File: config.mk
export PLATFORM = sky130hd
export DESIGN_NAME = vcdemux_buf
export DESIGN_NICKNAME = d
export VERILOG_FILES = /design/src/rtl/noc_pkg.sv /design/src/rtl/vcdemux_buf_vc_fifo.sv /design/src/rtl/vcdemux_buf.sv
export SDC_FILE = /design/constraint.sdc
export NUM_CORES = 1
export LEC_CHECK = 0
export BUFFER_PORTS_ARGS = -buffer_cell sky130_fd_sc_hd__buf_2
export CELL_PAD_IN_SITES_DETAIL_PLACEMENT = 1
export CELL_PAD_IN_SITES_GLOBAL_PLACEMENT = 1
export CORE_MARGIN = 10
export CORE_UTILIZATION = 53
export CTS_CLUSTER_SIZE = 30
export DETAILED_ROUTE_END_ITERATION = 10
export PLACE_DENSITY = 0.91
export SLEW_MARGIN = 20
export SYNTH_ARGS = -nofsm -noshare
export SYNTH_HDL_FRONTEND = slang
export SYNTH_HIERARCHICAL = 1
export SYNTH_SLANG_ARGS = --single-unit
File: constraint.sdc
create_clock -name clk -period 4.06 [get_ports clk]
set_input_delay 0.406 -clock clk [delete_from_list [all_inputs] [get_ports clk]]
set_output_delay 0.406 -clock clk [all_outputs]
set_load 0.02 [all_outputs]
File: src/rtl/noc_pkg.sv
// Shared NoC link types and constants used by the router input stage and the
// upstream VC multiplexer / credit counter.
package noc_pkg;

  localparam int DATAW  = 8;
  localparam int VCHW   = 2;
  localparam int VCH    = 2;
  localparam int PORT_W = 3;
  localparam logic ENABLE = 1'b1;

  localparam int VC_NUM = 2;

  typedef logic [VC_NUM-1:0] credit_t;

  typedef struct packed {
    logic             valid;
    logic [VCHW-1:0]  vch;
    logic [DATAW-1:0] data;
  } router_i_t;

  // Payload actually held in a VC FIFO entry (valid is implied by occupancy).
  typedef struct packed {
    logic [VCHW-1:0]  vch;
    logic [DATAW-1:0] data;
  } flit_t;

  function automatic logic vch_legal(input logic [VCHW-1:0] vch);
    return vch < VCHW'(VC_NUM);
  endfunction

endpackage

File: src/rtl/vcdemux_buf_vc_fifo.sv
// Single-VC input FIFO: registered storage, no write-to-read bypass, head
// zeroed when empty so several heads can be OR-combined downstream.
module vc_fifo
  import noc_pkg::*;
#(
  parameter int DEPTH = 4,
  parameter int CNT_W = $clog2(DEPTH + 1)
) (
  input  logic      clk,
  input  logic      rst,
  input  logic      push,
  input  flit_t     push_data,
  input  logic      pop,
  output router_i_t head,
  output logic      empty,
  output logic      full
);

  localparam int PTR_W = $clog2(DEPTH);

  flit_t            mem_q [DEPTH];
  logic [PTR_W-1:0] wr_ptr_q, wr_ptr_d;
  logic [PTR_W-1:0] rd_ptr_q, rd_ptr_d;
  logic [CNT_W-1:0] cnt_q, cnt_d;
  logic             push_ok, pop_ok;

  assign empty = (cnt_q == '0);
  assign full  = (cnt_q == CNT_W'(DEPTH));

  // A pop frees the slot in the same cycle, so a full FIFO still accepts a push.
  assign pop_ok  = pop && !empty;
  assign push_ok = push && (!full || pop_ok);

  always_comb begin
    wr_ptr_d = wr_ptr_q;
    rd_ptr_d = rd_ptr_q;
    cnt_d    = cnt_q;
    if (push_ok) wr_ptr_d = wr_ptr_q + PTR_W'(1);
    if (pop_ok)  rd_ptr_d = rd_ptr_q + PTR_W'(1);
    case ({push_ok, pop_ok})
      2'b10:   cnt_d = cnt_q + CNT_W'(1);
      2'b01:   cnt_d = cnt_q - CNT_W'(1);
      default: cnt_d = cnt_q;
    endcase
  end

  always_ff @(posedge clk) begin
    if (rst) begin
      wr_ptr_q <= '0;
      rd_ptr_q <= '0;
      cnt_q    <= '0;
    end else begin
      wr_ptr_q <= wr_ptr_d;
      rd_ptr_q <= rd_ptr_d;
      cnt_q    <= cnt_d;
    end
  end

  always_ff @(posedge clk) begin
    if (push_ok) mem_q[wr_ptr_q] <= push_data;
  end

  always_comb begin
    head = '0;
    if (!empty) begin
      head.valid = 1'b1;
      head.vch   = mem_q[rd_ptr_q].vch;
      head.data  = mem_q[rd_ptr_q].data;
    end
  end

endmodule

File: src/rtl/vcdemux_buf.sv
// Router input port: demultiplexes the two-VC link into per-VC FIFOs and
// returns one credit per consumed flit to the upstream sender.
module vcdemux_buf
  import noc_pkg::*;
#(
  parameter int DEPTH = 4,
  parameter int CNT_W = $clog2(DEPTH + 1)
) (
  input  logic                   clk,
  input  logic                   rst,
  input  router_i_t              link_i,
  output router_i_t [VC_NUM-1:0] vc_flit_o,
  input  credit_t                vc_pop_i,
  output credit_t                credit_o,
  output credit_t                full_o,
  output logic                   err_ovf_o
);

  credit_t push_v, pop_ok, empty_v, full_v, ovf_v;
  credit_t credit_q, credit_d;
  logic    err_q, err_d;
  logic    vch_ok;
  flit_t   link_flit;

  assign vch_ok    = vch_legal(link_i.vch);
  assign link_flit = '{vch: link_i.vch, data: link_i.data};

  for (genvar v = 0; v < VC_NUM; v++) begin : g_vc
    assign push_v[v] = link_i.valid && vch_ok && (link_i.vch == VCHW'(v));
    assign pop_ok[v] = vc_pop_i[v] && !empty_v[v];
    // Full with a same-cycle pop is not an overflow: the pop frees the slot.
    assign ovf_v[v]  = push_v[v] && full_v[v] && !vc_pop_i[v];

    vc_fifo #(
      .DEPTH (DEPTH),
      .CNT_W (CNT_W)
    ) u_fifo (
      .clk       (clk),
      .rst       (rst),
      .push      (push_v[v]),
      .push_data (link_flit),
      .pop       (vc_pop_i[v]),
      .head      (vc_flit_o[v]),
      .empty     (empty_v[v]),
      .full      (full_v[v])
    );
  end

  always_comb begin
    credit_d = pop_ok;
    err_d    = err_q || (|ovf_v) || (link_i.valid && !vch_ok);
  end

  always_ff @(posedge clk) begin
    if (rst) begin
      credit_q <= '0;
      err_q    <= 1'b0;
    end else begin
      credit_q <= credit_d;
      err_q    <= err_d;
    end
  end

  assign credit_o  = credit_q;
  assign full_o    = full_v;
  assign err_ovf_o = err_q;

endmodule

==> impl_metrics.yaml <==
timing:
  min_period_ns: 2.48
  tns_ns: 0
  hold_viol: 0
  fmax_mhz: 404
  setup_viol: 0
  slew_viol_final: 0
  fin_skew_ns: 0.00949
  rsz0062_at_grt: "no"
  worst_pin_slew_ns: 0.902
  relSlewSlack: 0.395
  period_share: 0.610
routing:
  drc_errors: 0
  wl_per_cell_um: 21.5
  first_pass_iters: 4
  num_vias: 2349
  routed_wl_um: 8980
  first_iter_violations: 88
  drtAntennaViolNets: 0
  vias_per_cell: 5.62
power_and_ir_drop:
  clockPowerShare: 0.353
  p_int_mw: 1.53
  power_frac_seq: 0.584
  leakage_nw: 1.65
  comb_power_share: 0.063
  power.density_nw_per_um2: 409
  swShare: 0.219
  p_switching_uw: 429
  vdd_drop_max_uv: 183
  p_total_mw: 1.96
synth:
  synth_xor_area_frac: 0.0122
  synth_top_family_by_area: "multiplexers"
  synth.mux.area_fraction: 0.114
  synth_edf_count: 80
  synth-simple-area-share: 0.0982
  ys_top_cells_by_area: "edfxtp_1 56%, mux4_2 10%, dfxtp_1 9.8%"
  ys_seq_area_frac: 0.655
  syn_avg_cell_area_um2: 15.8
  synth_area_um2: 4310
  synth_nets: 297
  synth_compound_area_frac: 0.0537
  yosysWarnings: 6
  synthArstFlopShare: 0
  synth_top_area_share: 0.558
  synth_cells: 272
  ys_types: 42
  synth_ff_type: "edfxtp_1"
  synth_top_cell_by_area: "edfxtp_1"
  synthAdderAreaFrac: 0.0325
  ys_seq_elements: 101
global_routing:
  antenna_found_initial: 0
  grt_max_degree: 24
  grt_pass1_vias: 2552
  gr-total-overflow: 0
  grtUsageTotal: 0.155
  grt_pass1_wl_um: 14000
finish:
  n_antenna_cell: 0
  regArea_um2: 2820
  multi_input_area_um2: 1340
  final_net_count: 336
  final_area_um2: 4780
  area_growth_pct: 11.1
  drive_above_1_share: 0.275
  fillers: 755
place:
  placed_cell_area_um2: 4570
  port_buffers: 41
  place_congestion: 0.778
  dp_hpwl_um: 6030
die:
  num_rows: 32
  die-area_um2: 12100
  initial_utilization: 0.552
  die_height_um: 110
  dieWidth_um: 110
  core_area_um2: 7810
  ios: 42
critical_path:
  cp_cell_sequence: "mux4_2, nor2b_1, buf_2"
  critPathLaunchType: "register"
  arrival_ns: 2.07
  crit_path_end_kind: "output port"
  max_stage_delay_ns: 0.77
  worstPathRequired_ns: 3.65
  critPathSlowestCell: "dfxtp_1"
  crit_fanout: 10
  critPathKind: "reg -> out"
  r2r_start: "g_vc[0].u_fifo/cnt_q[1]"
clocking:
  h-tree-depth: 3
  ctsHoldBuffers: 0
  clock_latency_ns: 0.36
  cts_buffer_depth: 2
  clock-sinks: 101
  cts-resized-gates: 0
  cts_tree: "done"
  cts_root_buf: "clkbuf_8"
  cts_buffers: 9
  postCtsSetupBuffers: 0
  cts.clk_slew.worst_paths_ns: 0.10
run:
  max_cap_viol_count: 0
outcome:
  status: "finished clean"
worst_hold_path:
  holdCritStartpoint: "link_i[10]"
  hp-class: "in -> reg"
==> cell type report <==
| class | count | area share |
|---|---|---|
| Clock buffer | 11 | 0.0275 |
| Timing Repair Buffer | 42 | 0.0445 |
| Multi-Input combinational cell | 140 | 0.280 |
| Inverter | 17 | 0.0133 |
| Clock inverter | 5 | 0.0178 |
| Sequential cell | 101 | 0.590 |
| Tap cell | 102 | 0.0267 |
==> cell usage after synthesis (3+ instances only) <==
library cell and n:
o211ai_1 4, xor2_1 4, a31oi_1 3, and2_1 9, or3_1 4, inv_1 15
nand2b_1 6, nand3_1 6, mux4_2 20, o21ai_0 4, buf_2 8, dfxtp_1 21
nor2_1 8, nor2b_1 20, ha_1 8, a21oi_1 9, edfxtp_1 80
==> cell families (layout without fill, tap and decap cells) <==
kind of cell / after synthesis / count (layout)
AO/OA/AOI/OAI: 31 / 31
XOR/XNOR: 6 / 6
adder cells (fa/ha/maj): 10 / 10
buffers and inverters: 31 / 75
flip-flops: 101 / 101
multiplexers: 24 / 24
AND/OR/NAND/NOR: 69 / 69
==> final timing paths <==
kind | depth (start not counted) | to | slack (ns)
setup / recovery | 3 | vc_flit_o[8] | 1.58
hold / removal | 3 | err_ovf_o | 0.33
setup reg to reg | 7 | g_vc[0].u_fifo/cnt_q[2] | 1.85
hold reg to reg | 2 | g_vc[1].u_fifo/wr_ptr_q[1] | 0.55
==> state kept, by name (all words and copies together), names as in the netlist, named ones only <==
name	flops
g_vc.u_fifo/mem_q	80
g_vc.u_fifo/wr_ptr_q	4
g_vc.u_fifo/rd_ptr_q	4
g_vc.u_fifo/cnt_q	6
credit_o	2
err_ovf_o	1
==> power groups by stage <==
stage,logic [mW],registers [mW],clock network (mW)
global route,0.136,1.14,0.743
finish,0.123,1.14,0.691
detailed placement,0.124,1.17,0
CTS,0.125,1.14,0.707
floorplan,0.0837,1.16,0
global placement,0.117,1.16,0
==> critical path: cells and delay by family, from the launching register on <==
family,cells,cell delay (ns)
and+or+nand+nor,1,0.14
buffers and inverters,1,0.19
DFF,1,0.77
muxes,1,0.61
==> per-layer routing <==
| metal | track usage | vias up | routed length, um |
|---|---|---|---|
| met4 | 0.0587 | 0 | 160 |
| met1 | 0.174 | 1194 | 3590 |
| li1 | - | 1087 | - |
| met2 | 0.285 | 56 | 4780 |
| met3 | 0.0302 | 12 | 446 |
| met5 | 0 | - | 0 |
==> layout by cell type, fill, tap and decap left out, types with 3 or more instances in the layout <==
master and count:
edfxtp_1 80, buf_2 41, dfxtp_1 21, mux4_2 20, nor2b_1 20, inv_1 15
a21oi_1 9, clkbuf_8 9, and2_1 9, nor2_1 8, ha_1 8, nand3_1 6
nand2b_1 6, o21ai_0 4, xor2_1 4, o211ai_1 4, or3_1 4, a31oi_1 3
==> per-stage QoR <==
stage               hold WS, ns  instances   util  setup WS (ns)
detailed placement        0.540        402  0.585           1.57
finish                    0.330        418  0.613           1.58
global placement          0.496        402  0.585           1.71
global route              0.321        418  0.613           1.44
CTS                       0.320        418  0.613           1.53
floorplan                 0.475        272      -           2.23
Note: power is estimated with default switching activity, not from simulation.
